$ cat config.mk
export PLATFORM = sky130hd
export DESIGN_NAME = ex_ctrl_md
export DESIGN_NICKNAME = d
export VERILOG_FILES = /design/src/rtl/mips_ex_pkg.sv /design/src/rtl/md_iter_core.sv /design/src/rtl/ex_ctrl_md.sv
export SDC_FILE = /design/constraint.sdc
export NUM_CORES = 1
export LEC_CHECK = 0
export BUFFER_PORTS_ARGS = -buffer_cell sky130_fd_sc_hd__buf_4
export CAP_MARGIN = 20
export CORE_ASPECT_RATIO = 2
export CORE_MARGIN = 2
export CORE_UTILIZATION = 30
export CTS_BUF_LIST = sky130_fd_sc_hd__clkbuf_8 sky130_fd_sc_hd__clkbuf_16
export DETAILED_ROUTE_END_ITERATION = 12
export GPL_TIMING_DRIVEN = 0
export SYNTH_ARGS = -nofsm -noshare
export SYNTH_HDL_FRONTEND = slang
export SYNTH_SLANG_ARGS = --single-unit
$ cat constraint.sdc
create_clock -name clk -period 13.05 [get_ports clk]
set_input_delay 0.6525 -clock clk [delete_from_list [all_inputs] [get_ports clk]]
set_output_delay 0.6525 -clock clk [all_outputs]
set_load 0.005 [all_outputs]
$ cat src/rtl/mips_ex_pkg.sv
// Shared constants and types for the MIPS EX-stage control: ALU op codes,
// opcode/funct encodings, the mult/div op kinds and the iterative-unit states.
package mips_ex_pkg;

  localparam logic [4:0] ALU_ADD  = 5'd0;
  localparam logic [4:0] ALU_SUB  = 5'd1;
  localparam logic [4:0] ALU_AND  = 5'd2;
  localparam logic [4:0] ALU_OR   = 5'd3;
  localparam logic [4:0] ALU_XOR  = 5'd4;
  localparam logic [4:0] ALU_NOR  = 5'd5;
  localparam logic [4:0] ALU_SLL  = 5'd6;
  localparam logic [4:0] ALU_SRL  = 5'd7;
  localparam logic [4:0] ALU_SRA  = 5'd8;
  localparam logic [4:0] ALU_SLT  = 5'd9;
  localparam logic [4:0] ALU_PASS = 5'd10;

  localparam logic [5:0] OP_RTYPE = 6'h00;
  localparam logic [5:0] OP_J     = 6'h02;
  localparam logic [5:0] OP_JAL   = 6'h03;
  localparam logic [5:0] OP_BEQ   = 6'h04;
  localparam logic [5:0] OP_ADDI  = 6'h08;
  localparam logic [5:0] OP_ADDIU = 6'h09;
  localparam logic [5:0] OP_SLTI  = 6'h0a;
  localparam logic [5:0] OP_SLTIU = 6'h0b;
  localparam logic [5:0] OP_ANDI  = 6'h0c;
  localparam logic [5:0] OP_LUI   = 6'h0f;
  localparam logic [5:0] OP_LW    = 6'h23;
  localparam logic [5:0] OP_SW    = 6'h2b;

  localparam logic [5:0] F_SLL   = 6'h00;
  localparam logic [5:0] F_SRL   = 6'h02;
  localparam logic [5:0] F_SRA   = 6'h03;
  localparam logic [5:0] F_JR    = 6'h08;
  localparam logic [5:0] F_JALR  = 6'h09;
  localparam logic [5:0] F_MFHI  = 6'h10;
  localparam logic [5:0] F_MTHI  = 6'h11;
  localparam logic [5:0] F_MFLO  = 6'h12;
  localparam logic [5:0] F_MTLO  = 6'h13;
  localparam logic [5:0] F_MULT  = 6'h18;
  localparam logic [5:0] F_MULTU = 6'h19;
  localparam logic [5:0] F_DIV   = 6'h1a;
  localparam logic [5:0] F_DIVU  = 6'h1b;
  localparam logic [5:0] F_ADD   = 6'h20;
  localparam logic [5:0] F_ADDU  = 6'h21;
  localparam logic [5:0] F_SUB   = 6'h22;
  localparam logic [5:0] F_SUBU  = 6'h23;
  localparam logic [5:0] F_AND   = 6'h24;
  localparam logic [5:0] F_OR    = 6'h25;
  localparam logic [5:0] F_XOR   = 6'h26;
  localparam logic [5:0] F_NOR   = 6'h27;
  localparam logic [5:0] F_SLT   = 6'h2a;
  localparam logic [5:0] F_SLTU  = 6'h2b;

  typedef enum logic [3:0] {
    MD_NONE, MD_MULT, MD_MULTU, MD_DIV, MD_DIVU,
    MD_MFHI, MD_MFLO, MD_MTHI, MD_MTLO
  } md_kind_t;

  typedef enum logic [1:0] {ST_IDLE, ST_CALC, ST_FIX} state_t;

  function automatic logic md_is_arith(input md_kind_t k);
    return (k == MD_MULT) || (k == MD_MULTU) || (k == MD_DIV) || (k == MD_DIVU);
  endfunction

endpackage

$ cat src/rtl/md_iter_core.sv
// Iterative multiply/divide datapath: one shift-add or restoring-subtract step
// per cycle on magnitudes, with the sign fix-up applied combinationally on the result.
module md_iter_core #(
  parameter int WIDTH = 32
) (
  input  logic             clk,
  input  logic             start,
  input  logic             step,
  input  logic             div_op,
  input  logic             signed_op,
  input  logic [WIDTH-1:0] a,
  input  logic [WIDTH-1:0] b,
  output logic [WIDTH-1:0] res_hi,
  output logic [WIDTH-1:0] res_lo
);

  logic             div_q, neg_q, rneg_q, zero_q;
  logic [WIDTH-1:0] opnd_q, raw_a_q, acc_hi_q, acc_lo_q;
  logic [WIDTH-1:0] hi_step, lo_step;
  logic [WIDTH:0]   sum, shl, diff;
  logic [2*WIDTH-1:0] prod;

  function automatic logic [WIDTH-1:0] mag(input logic signed [WIDTH-1:0] v, input logic s);
    return (s && v[WIDTH-1]) ? WIDTH'(-v) : v;
  endfunction

  function automatic logic [WIDTH-1:0] neg_if(input logic [WIDTH-1:0] v, input logic n);
    return n ? WIDTH'(-v) : v;
  endfunction

  function automatic logic [2*WIDTH-1:0] neg2_if(input logic [2*WIDTH-1:0] v, input logic n);
    return n ? (2*WIDTH)'(-v) : v;
  endfunction

  // Operands are stored as magnitudes; the remembered signs drive the fix-up.
  always_ff @(posedge clk) begin
    if (start) begin
      div_q    <= div_op;
      neg_q    <= signed_op & (a[WIDTH-1] ^ b[WIDTH-1]);
      rneg_q   <= signed_op & a[WIDTH-1];
      zero_q   <= (b == '0);
      raw_a_q  <= a;
      opnd_q   <= mag(a == a ? b : b, signed_op);
      acc_hi_q <= '0;
      acc_lo_q <= mag(a, signed_op);
    end else if (step) begin
      acc_hi_q <= hi_step;
      acc_lo_q <= lo_step;
    end
  end

  // A non-negative trial difference always fits in WIDTH bits because the
  // running remainder stays below the divisor, so bit WIDTH is a pure borrow.
  always_comb begin
    sum  = {1'b0, acc_hi_q} + (acc_lo_q[0] ? {1'b0, opnd_q} : '0);
    shl  = {acc_hi_q, acc_lo_q[WIDTH-1]};
    diff = shl - {1'b0, opnd_q};
    if (div_q) begin
      if (!diff[WIDTH]) begin
        hi_step = diff[WIDTH-1:0];
        lo_step = {acc_lo_q[WIDTH-2:0], 1'b1};
      end else begin
        hi_step = shl[WIDTH-1:0];
        lo_step = {acc_lo_q[WIDTH-2:0], 1'b0};
      end
    end else begin
      hi_step = sum[WIDTH:1];
      lo_step = {sum[0], acc_lo_q[WIDTH-1:1]};
    end
  end

  always_comb begin
    prod = neg2_if({acc_hi_q, acc_lo_q}, neg_q);
    if (!div_q) begin
      res_hi = prod[2*WIDTH-1:WIDTH];
      res_lo = prod[WIDTH-1:0];
    end else if (zero_q) begin
      res_hi = raw_a_q;
      res_lo = '1;
    end else begin
      res_hi = neg_if(acc_hi_q, rneg_q);
      res_lo = neg_if(acc_lo_q, neg_q);
    end
  end

endmodule

$ cat src/rtl/ex_ctrl_md.sv
// EX-stage control: ALU op/sign decode plus sequencing of the iterative
// mult/div unit into the architectural HI/LO registers, with hazard stall.
module ex_ctrl_md
  import mips_ex_pkg::*;
#(
  parameter int WIDTH = 32,
  parameter int MD_EN = 1,
  parameter int CNT_W = $clog2(WIDTH) + 1
) (
  input  logic             clk,
  input  logic             reset,
  input  logic             in_valid,
  input  logic             flush,
  input  logic [5:0]       opcode,
  input  logic [5:0]       funct,
  input  logic [WIDTH-1:0] rs_val,
  input  logic [WIDTH-1:0] rt_val,
  output logic [4:0]       alu_ctrl,
  output logic             sign,
  output logic             md_stall,
  output logic             md_busy,
  output logic             md_done,
  output logic [WIDTH-1:0] hi,
  output logic [WIDTH-1:0] lo
);

  localparam bit MDE = (MD_EN != 0);

  md_kind_t         md_kind;
  state_t           state, state_nx;
  logic [CNT_W-1:0] cnt, cnt_nx;
  logic [WIDTH-1:0] hi_q, lo_q, hi_nx, lo_nx, res_hi, res_lo;
  logic             hi_we, lo_we, start, step, live;

  always_comb begin
    alu_ctrl = ALU_ADD;
    sign     = 1'b0;
    md_kind  = MD_NONE;
    case (opcode)
      OP_RTYPE: begin
        case (funct)
          F_ADD:  sign = 1'b1;
          F_SUB:  begin alu_ctrl = ALU_SUB; sign = 1'b1; end
          F_SUBU: alu_ctrl = ALU_SUB;
          F_AND:  begin alu_ctrl = ALU_AND; sign = 1'b1; end
          F_OR:   begin alu_ctrl = ALU_OR;  sign = 1'b1; end
          F_XOR:  begin alu_ctrl = ALU_XOR; sign = 1'b1; end
          F_NOR:  begin alu_ctrl = ALU_NOR; sign = 1'b1; end
          F_SLL:  alu_ctrl = ALU_SLL;
          F_SRL:  alu_ctrl = ALU_SRL;
          F_SRA:  begin alu_ctrl = ALU_SRA; sign = 1'b1; end
          F_SLT:  begin alu_ctrl = ALU_SLT; sign = 1'b1; end
          F_SLTU: alu_ctrl = ALU_SLT;
          F_JR, F_JALR: sign = 1'b1;
          F_MULT:  if (MDE) md_kind = MD_MULT;
          F_MULTU: if (MDE) md_kind = MD_MULTU;
          F_DIV:   if (MDE) md_kind = MD_DIV;
          F_DIVU:  if (MDE) md_kind = MD_DIVU;
          F_MFHI:  if (MDE) md_kind = MD_MFHI;
          F_MFLO:  if (MDE) md_kind = MD_MFLO;
          F_MTHI:  if (MDE) md_kind = MD_MTHI;
          F_MTLO:  if (MDE) md_kind = MD_MTLO;
          default: ;
        endcase
      end
      OP_LW, OP_SW, OP_ADDI: sign = 1'b1;
      OP_ANDI:  begin alu_ctrl = ALU_AND; sign = 1'b1; end
      OP_SLTI:  begin alu_ctrl = ALU_SLT; sign = 1'b1; end
      OP_SLTIU: alu_ctrl = ALU_SLT;
      OP_BEQ:   begin alu_ctrl = ALU_SUB; sign = 1'b1; end
      OP_J, OP_JAL: begin alu_ctrl = ALU_PASS; sign = 1'b1; end
      default: ;
    endcase
  end

  assign live     = in_valid & ~flush;
  assign md_busy  = (state != ST_IDLE);
  assign md_stall = live & md_busy & (md_kind != MD_NONE);

  always_ff @(posedge clk) begin
    if (!reset) begin
      state <= ST_IDLE;
      cnt   <= '0;
      hi_q  <= '0;
      lo_q  <= '0;
    end else begin
      state <= state_nx;
      cnt   <= cnt_nx;
      if (hi_we) hi_q <= hi_nx;
      if (lo_we) lo_q <= lo_nx;
    end
  end

  // A flush in CALC or FIX abandons the operation without touching HI/LO.
  always_comb begin
    state_nx = state;
    cnt_nx   = cnt;
    start    = 1'b0;
    step     = 1'b0;
    hi_we    = 1'b0;
    lo_we    = 1'b0;
    hi_nx    = res_hi;
    lo_nx    = res_lo;
    md_done  = 1'b0;
    case (state)
      ST_IDLE: begin
        if (live && md_is_arith(md_kind)) begin
          start    = 1'b1;
          cnt_nx   = '0;
          state_nx = ST_CALC;
        end else if (live && md_kind == MD_MTHI) begin
          hi_we = 1'b1;
          hi_nx = rs_val;
        end else if (live && md_kind == MD_MTLO) begin
          lo_we = 1'b1;
          lo_nx = rs_val;
        end
      end
      ST_CALC: begin
        if (flush) begin
          state_nx = ST_IDLE;
        end else begin
          step = 1'b1;
          if (cnt == CNT_W'(WIDTH - 1)) state_nx = ST_FIX;
          else                          cnt_nx   = cnt + CNT_W'(1);
        end
      end
      ST_FIX: begin
        state_nx = ST_IDLE;
        if (!flush) begin
          md_done = 1'b1;
          hi_we   = 1'b1;
          lo_we   = 1'b1;
        end
      end
      default: state_nx = ST_IDLE;
    endcase
  end

  md_iter_core #(.WIDTH(WIDTH)) u_core (
    .clk       (clk),
    .start     (start),
    .step      (step),
    .div_op    ((md_kind == MD_DIV) || (md_kind == MD_DIVU)),
    .signed_op ((md_kind == MD_MULT) || (md_kind == MD_DIV)),
    .a         (rs_val),
    .b         (rt_val),
    .res_hi    (res_hi),
    .res_lo    (res_lo)
  );

  assign hi = MDE ? hi_q : '0;
  assign lo = MDE ? lo_q : '0;

endmodule

==> impl_metrics.tcl, run 1 <==
set metrics [dict create \
    drc_errors 0 \
    yosysSeqAreaShare 0.321 \
    cts_buffer_count 22 \
    timing.max_slew.rel_slack 0.226 \
    multi_input_comb_area_um2 9980 \
    setup_repair_after_global_routing_missed_its_margin "false" \
    final.setup.tns_ns 0 \
    postSynthNetCount 2104 \
    fp.dieW_um 166 \
    top_level_ports 153 \
    placedInstanceArea_um2 17900 \
    synthesis.area_per_instance_um2 8.10 \
    crit_path_frequent_cell "a211oi_1" \
    routed-via-count 16562 \
    dp.final_hpwl_um 62300 \
    crit_path_cell_trace "inv_1 > clkbuf_1 > nor2_1 > ha_1 > a21o_1 > a21oi_1 > nor4b_1 > o211ai_1 > o31ai_1 > o211a_1 > mux2i_1 > a211oi_1 > a211oi_1" \
    rows 119 \
    finish.net_count 2282 \
    timing_hold_violations_final 0 \
    hold_slack_ns 0.291 \
    io_buffers 148 \
    min_to "u_core.raw_a_q[6]" \
    worst_ep_required_time_ns 13.51 \
    setup_slack_ns 7.17 \
    critical_path.top_delay_family "compound AO/OA/AOI/OAI gates" \
    die_y_um 329 \
    path_clk_slew_ns 0.07 \
    clock-skew-final_ns 0.0100 \
    achievable-frequency_mhz 170 \
    crit_slowest_cell "o31ai_1" \
    worst_case_register_to_register_setup_slack_ns 7.17 \
    timing.critical_path.buf_inv 2 \
    placeableCoreArea_um2 52400 \
    finalWirelength_um 76700 \
    yosysUniqueCellTypes 89 \
    final-max-slew-violation-count 0 \
    groute.usage.overall 0.271 \
    final_design_area_no_fill_um2 18600 \
    timing.critical_path.depth 13 \
    grt_start_max_net_pins 38 \
    rr_startpoint "u_core.acc_lo_q[0]" \
    initial_utilization 0.302 \
    nFillCells 5568 \
    critPathKind "reg2reg" \
    layout.cells.most_common "nor2_1" \
    clock_path_buffers 3 \
    layout-drive-gt1-share 0.113 \
    placement.setup.worst_slack_ns 7.47 \
    detail_route.vias_per_cell 5.89 \
    synthesis.yosys.warnings 0 \
    first_global_vias 16921 \
    layout_worst_path_cycle_share 0.450 \
    hold_buf_cts 0 \
    cts_post_setup_buffers_inserted 0 \
    whs_path_depth 1 \
    power_density_nw_per_um2 75.8 \
    worstSetupStartpointType "flip-flop" \
    post_synth_instance_area_um2 15800 \
    synth_edf_count 100 \
    critical_hold_path_startpoint "rs_val[6]" \
    synth_flop_cell "dfxtp_1" \
    routabilityCongestion 1.02 \
    rr_endpoint "u_core.acc_hi_q[30]" \
    crit_arrival_ns 6.33 \
    clk-insertion-delay-late_ns 0.55 \
    drv_cap 0 \
    finalSetupViolations 0 \
    die-area_um2 54700 \
    clock-root-buffer "clkbuf_16" \
    synthCells 1953 \
    synth_seq_cells 204 \
    area.sequential_um2 5080 \
    totalPowerFinal_mw 1.41 \
    drt_iter0_markers 1172 \
    cts_max_level 1 \
    worst-path-max-fanout 10 \
    async_reset_ff_frac 0 \
    final_antenna_net_count 0 \
    route.detailed.wl_per_inst_um 27.3 \
    post_cts.resized_instances 0 \
    cpPeakStageDelay_ns 0.94 \
    p_leak_nw 7.54 \
    final_period_minus_worst_setup_slack_ns 5.88 \
    status "finished clean" \
    cts_tree "built" \
    layout_common_cells "nor2_1, nand2_1, a21oi_1" \
    clkSinkCount 204 \
    rr_worst_depth 13 \
    firstDrtPassIters 7 \
    ir_drop_v 0.0000893 \
    grt-ovfl-total 0 \
    syn2layout_area_growth_pct 17.5 \
    worstHoldPathType "in2reg" \
    end_kind "flip-flop" \
    worst_pin_slew_ns 1.15 \
    grt_first_pass_wirelength_um 110000 \
    grt_antenna_before_repair 1 \
]
## worst max-delay path by stage
stage,slack [ns],end,from
3_3_place_gp,5.26,u_core.acc_lo_q[29],opcode[1]
4_1_cts,7.42,u_core.acc_hi_q[30],u_core.acc_lo_q[0]
3_5_place_dp,7.47,u_core.acc_hi_q[30],u_core.acc_lo_q[0]
5_1_grt,7.23,u_core.acc_hi_q[30],u_core.acc_lo_q[0]
6_report,7.17,u_core.acc_hi_q[30],u_core.acc_lo_q[0]
2_1_floorplan,8.19,u_core.div_q,opcode[1]
## registers in the layout (all words and copies together) (netlist names)
register         cells
lo                  32
hi                  32
u_core.neg_q         1
u_core.acc_hi_q     32
u_core.rneg_q        1
cnt                  6
state                2
u_core.zero_q        1
u_core.raw_a_q      32
u_core.div_q         1
u_core.opnd_q       32
u_core.acc_lo_q     32
## area by class of cell
class | count | share of cell area
Multi-Input combinational cell | 1556 | 0.537
Sequential cell | 204 | 0.274
Timing Repair Buffer | 154 | 0.0645
Tap cell | 665 | 0.0448
Clock buffer | 25 | 0.0324
Buffer | 121 | 0.0263
Inverter | 72 | 0.0145
Clock inverter | 15 | 0.00660
Antenna cell | 2 | 0.000269
## per-layer routing
layer,vias up,global-route usage,share of wire
met2,769,0.522,0.53
met3,349,0.0368,0.050
met1,7863,0.236,0.31
met5,-,0,0
li1,7581,-,-
met4,0,0.254,0.11
## report_power, final
| group | leakage, nW | total (mW) | switching [mW] | internal (mW) |
|---|---|---|---|---|
| sequential | 1.73 | 0.670 | 0.00136 | 0.669 |
| clock | 0.356 | 0.661 | 0.305 | 0.356 |
| combinational | 5.45 | 0.0770 | 0.0466 | 0.0304 |
## metrics by stage
stage	utilization	instances
after CTS	0.355	2812
after detailed placement	0.341	2772
after global routing	0.355	2812
after floorplan	-	1953
after global placement	0.339	2766
final	0.355	2814
## synth_stat cells, drive strengths merged, types with 6 or more instances
cell / instances / area, um2
a2111oi: 7 / 86.3
o211ai: 26 / 195
a211oi: 20 / 150
nor3: 46 / 230
o31a: 6 / 52.6
o221ai: 19 / 166
or2: 10 / 65.1
xnor2: 87 / 762
nor3b: 8 / 65.1
clkbuf: 101 / 379
ha: 69 / 863
o21ai: 175 / 883
inv: 71 / 267
nand3: 50 / 255
edfxtp: 100 / 3000
xor2: 78 / 683
nand4: 18 / 113
a31oi: 16 / 100
o21bai: 7 / 52.6
nand2b: 20 / 125
mux2i: 48 / 480
o41ai: 18 / 184
nor2b: 10 / 62.6
buf: 20 / 109
and2: 10 / 62.6
a21o: 19 / 143
nor2: 193 / 724
or4: 16 / 128
dfxtp: 104 / 2080
o21a: 13 / 97.6
a21oi: 179 / 896
o22ai: 12 / 81.3
o31ai: 33 / 248
nand2: 184 / 691
nor4: 20 / 138
or3: 22 / 158
a221oi: 36 / 322
and3: 17 / 106
## cells by family (layout without fill, tap and decap cells)
family | Yosys count | in the layout | synth area share
DFF | 204 | 204 | 0.321
adders and majority gates | 71 | 71 | 0.0571
buffers and inverters | 193 | 387 | 0.0479
AOI/OAI and AO/OA | 632 | 632 | 0.258
other | 1 | 3 | 0.000237
muxes | 51 | 51 | 0.0325
and+or+nand+nor | 636 | 636 | 0.192
xor gates and xnor gates | 165 | 165 | 0.0913
## worst reg2reg max path, cell delays in order (launching register included)
cell,delay (ns)
edfxtp_1,0.65
inv_1,0.58
clkbuf_1,0.48
nor2_1,0.11
ha_1,0.37
a21o_1,0.21
a21oi_1,0.17
nor4b_1,0.86
o211ai_1,0.41
o31ai_1,0.94
o211a_1,0.32
mux2i_1,0.35
a211oi_1,0.08
a211oi_1,0.27
No activity file was read; power rests on OpenSTA's default activity.
==> run 2: changes to the inputs <==
Clock period 13.05 ns to 5.75 ns, I/O delays scaled along.
==> run 2 against run 1 <==
Register-to-register slack worse by 6.9 ns; non-clock buffer count increased by 24; global-route usage is 0.11 points higher; design area is 1.3% higher; critical endpoint unchanged; count of clock-buffer cells in the layout stayed put; fmax increased by 6.6%; cell count grew 0.82%; via count about the same; first-iteration DRC count down 6.0%; power up 130%.
==> impl_metrics.tcl, run 2 (synthesized netlist as in run 1, its figures left out) <==
set metrics [dict create \
    routed-via-count 16571 \
    met3_wirelength_um 4060 \
    placeableCoreArea_um2 52400 \
    met2_length_um 40800 \
    final_design_area_no_fill_um2 18800 \
    whs_path_depth 1 \
    finalSetupViolations 0 \
    achievable-frequency_mhz 181 \
    cts_buffer_count 22 \
    layout_worst_path_cycle_share 0.959 \
    worstSetupStartpointType "flip-flop" \
    final_core_util 0.359 \
    worst_pin_slew_ns 1.19 \
    rows 119 \
    grt_first_pass_wirelength_um 111000 \
    power_density_nw_per_um2 171 \
    cpPeakStageDelay_ns 0.83 \
    min_to "u_core.raw_a_q[27]" \
    placedInstanceArea_um2 17900 \
    layout_common_cells "nor2_1, nand2_1, a21oi_1" \
    status "finished clean" \
    setup_repair_after_global_routing_missed_its_margin "false" \
    top_level_ports 153 \
    dp.final_hpwl_um 62300 \
    p_leak_nw 7.63 \
    drt_iter0_markers 1102 \
    syn2layout_area_growth_pct 19.0 \
    path_clk_slew_ns 0.07 \
    grt_start_max_net_pins 38 \
    firstDrtPassIters 6 \
    top_signal_layer_used "met5" \
    fp.dieW_um 166 \
    rr_startpoint "u_core.acc_lo_q[0]" \
    initial_utilization 0.302 \
    timing_hold_violations_final 0 \
    drv_cap 0 \
    crit_path_frequent_cell "a211oi_1" \
    clock-root-buffer "clkbuf_16" \
    final_antenna_net_count 0 \
    drc_errors 0 \
    final_period_minus_worst_setup_slack_ns 5.51 \
    crit_path_cell_trace "inv_1 > clkbuf_1 > nor2_1 > ha_1 > a21o_1 > a21oi_1 > nor4b_1 > o211ai_1 > o31ai_2 > o211a_1 > mux2i_1 > a211oi_1 > a211oi_1" \
    finalWirelength_um 76900 \
    worst-path-max-fanout 10 \
    placed_cells_incl_taps 2772 \
    cts_max_level 1 \
    clock-skew-final_ns 0.0134 \
    ir_drop_v 0.000202 \
    worst_case_register_to_register_setup_slack_ns 0.24 \
    layout.cells.most_common "nor2_1" \
    crit_arrival_ns 5.97 \
    rr_worst_depth 13 \
    clkSinkCount 204 \
    m1WireLength_um 23400 \
    critPathKind "reg2reg" \
    critical_hold_path_startpoint "rs_val[27]" \
    worst_ep_required_time_ns 6.21 \
    route.detailed.wl_per_inst_um 27.1 \
    clock_path_buffers 3 \
    cts_tree "built" \
    finish.net_count 2306 \
    rr_endpoint "u_core.acc_hi_q[30]" \
    io_buffers 148 \
    final-max-slew-violation-count 0 \
    detail_route.vias_per_cell 5.84 \
    die-area_um2 54700 \
    groute.usage.overall 0.272 \
    end_kind "flip-flop" \
    worstHoldPathType "in2reg" \
    first_global_vias 16980 \
    layout-drive-gt1-share 0.112 \
    grt-ovfl-total 0 \
    nFillCells 5547 \
    grt_antenna_before_repair 1 \
    clk-insertion-delay-late_ns 0.55 \
    crit_slowest_cell "nor4b_1" \
    routabilityCongestion 1.02 \
    fin_cells 2837 \
    die_y_um 329 \
    timing.max_slew.rel_slack 0.205 \
]
[run 2: final cells by class]
cell class,count,area (um2),share of cell area
inverters,72,270,0.0144
repair buffers,178,1440,0.0764
well taps,665,832,0.0442
plain buffers,121,489,0.0260
flip-flops and latches,204,5080,0.270
diodes,1,2.50,0.000133
clock buffers,25,603,0.0320
multi-input cells,1556,9990,0.530
clock inverters,15,123,0.00651
[run 2: stage by stage]
| step | setup TNS [ns] | hold slack [ns] | power, mW | setup WS, ns |
|---|---|---|---|---|
| final | 0 | 0.0157 | 3.21 | 0.236 |
| after global routing | 0 | 0.0148 | 3.28 | 0.203 |
| after CTS | 0 | 0.00155 | 3.23 | 0.119 |
| after detailed placement | 0 | 0.485 | 1.73 | 0.168 |
| after global placement | -126.44 | 0.470 | 1.72 | -1.67 |
| after floorplan | 0 | 0.386 | 1.62 | 1.26 |
[run 2: worst max path at each step]
stage	slack (ns)	from	depth (start not counted)	end
2_1_floorplan	1.26	opcode[1]	7	u_core.div_q
3_3_place_gp	-1.67	opcode[1]	10	u_core.acc_lo_q[29]
3_5_place_dp	0.17	u_core.acc_lo_q[0]	13	u_core.acc_hi_q[30]
4_1_cts	0.12	u_core.acc_lo_q[0]	13	u_core.acc_hi_q[30]
5_1_grt	0.20	u_core.acc_lo_q[0]	13	u_core.acc_hi_q[30]
6_report	0.24	u_core.acc_lo_q[0]	13	u_core.acc_hi_q[30]
[run 2: repair_timing]
item / in CTS / in global routing
gates resized for setup: 0 / 1
setup endpoints to repair: 0 / 1
setup buffers: 0 / 0
hold endpoints to repair: 24 / 0
hold buffers: 24 / 0
[run 2: where the power goes]
| part | total (mW) | switching (mW) | internal (mW) |
|---|---|---|---|
| clock network | 1.50 | 0.696 | 0.808 |
| logic | 0.188 | 0.108 | 0.0796 |
| registers | 1.52 | 0.00309 | 1.52 |
| total | 3.21 | 0.807 | 2.40 |
[run 2: worst max-delay path: cells and delay by family (launching register included)]
kind / cells / cell delay [ns]
AO/OA/AOI/OAI: 7 / 2.08
multiplexers: 1 / 0.35
buffers and inverters: 2 / 1.03
flip-flops: 1 / 0.63
adder cells (fa/ha/maj): 1 / 0.36
AND/OR/NAND/NOR: 2 / 0.94
[run 2: per-layer routing]
layer,global-route usage,vias up
met2,0.525,767
li1,-,7620
met4,0.252,2
met5,0,-
met1,0.238,7825
met3,0.0377,357
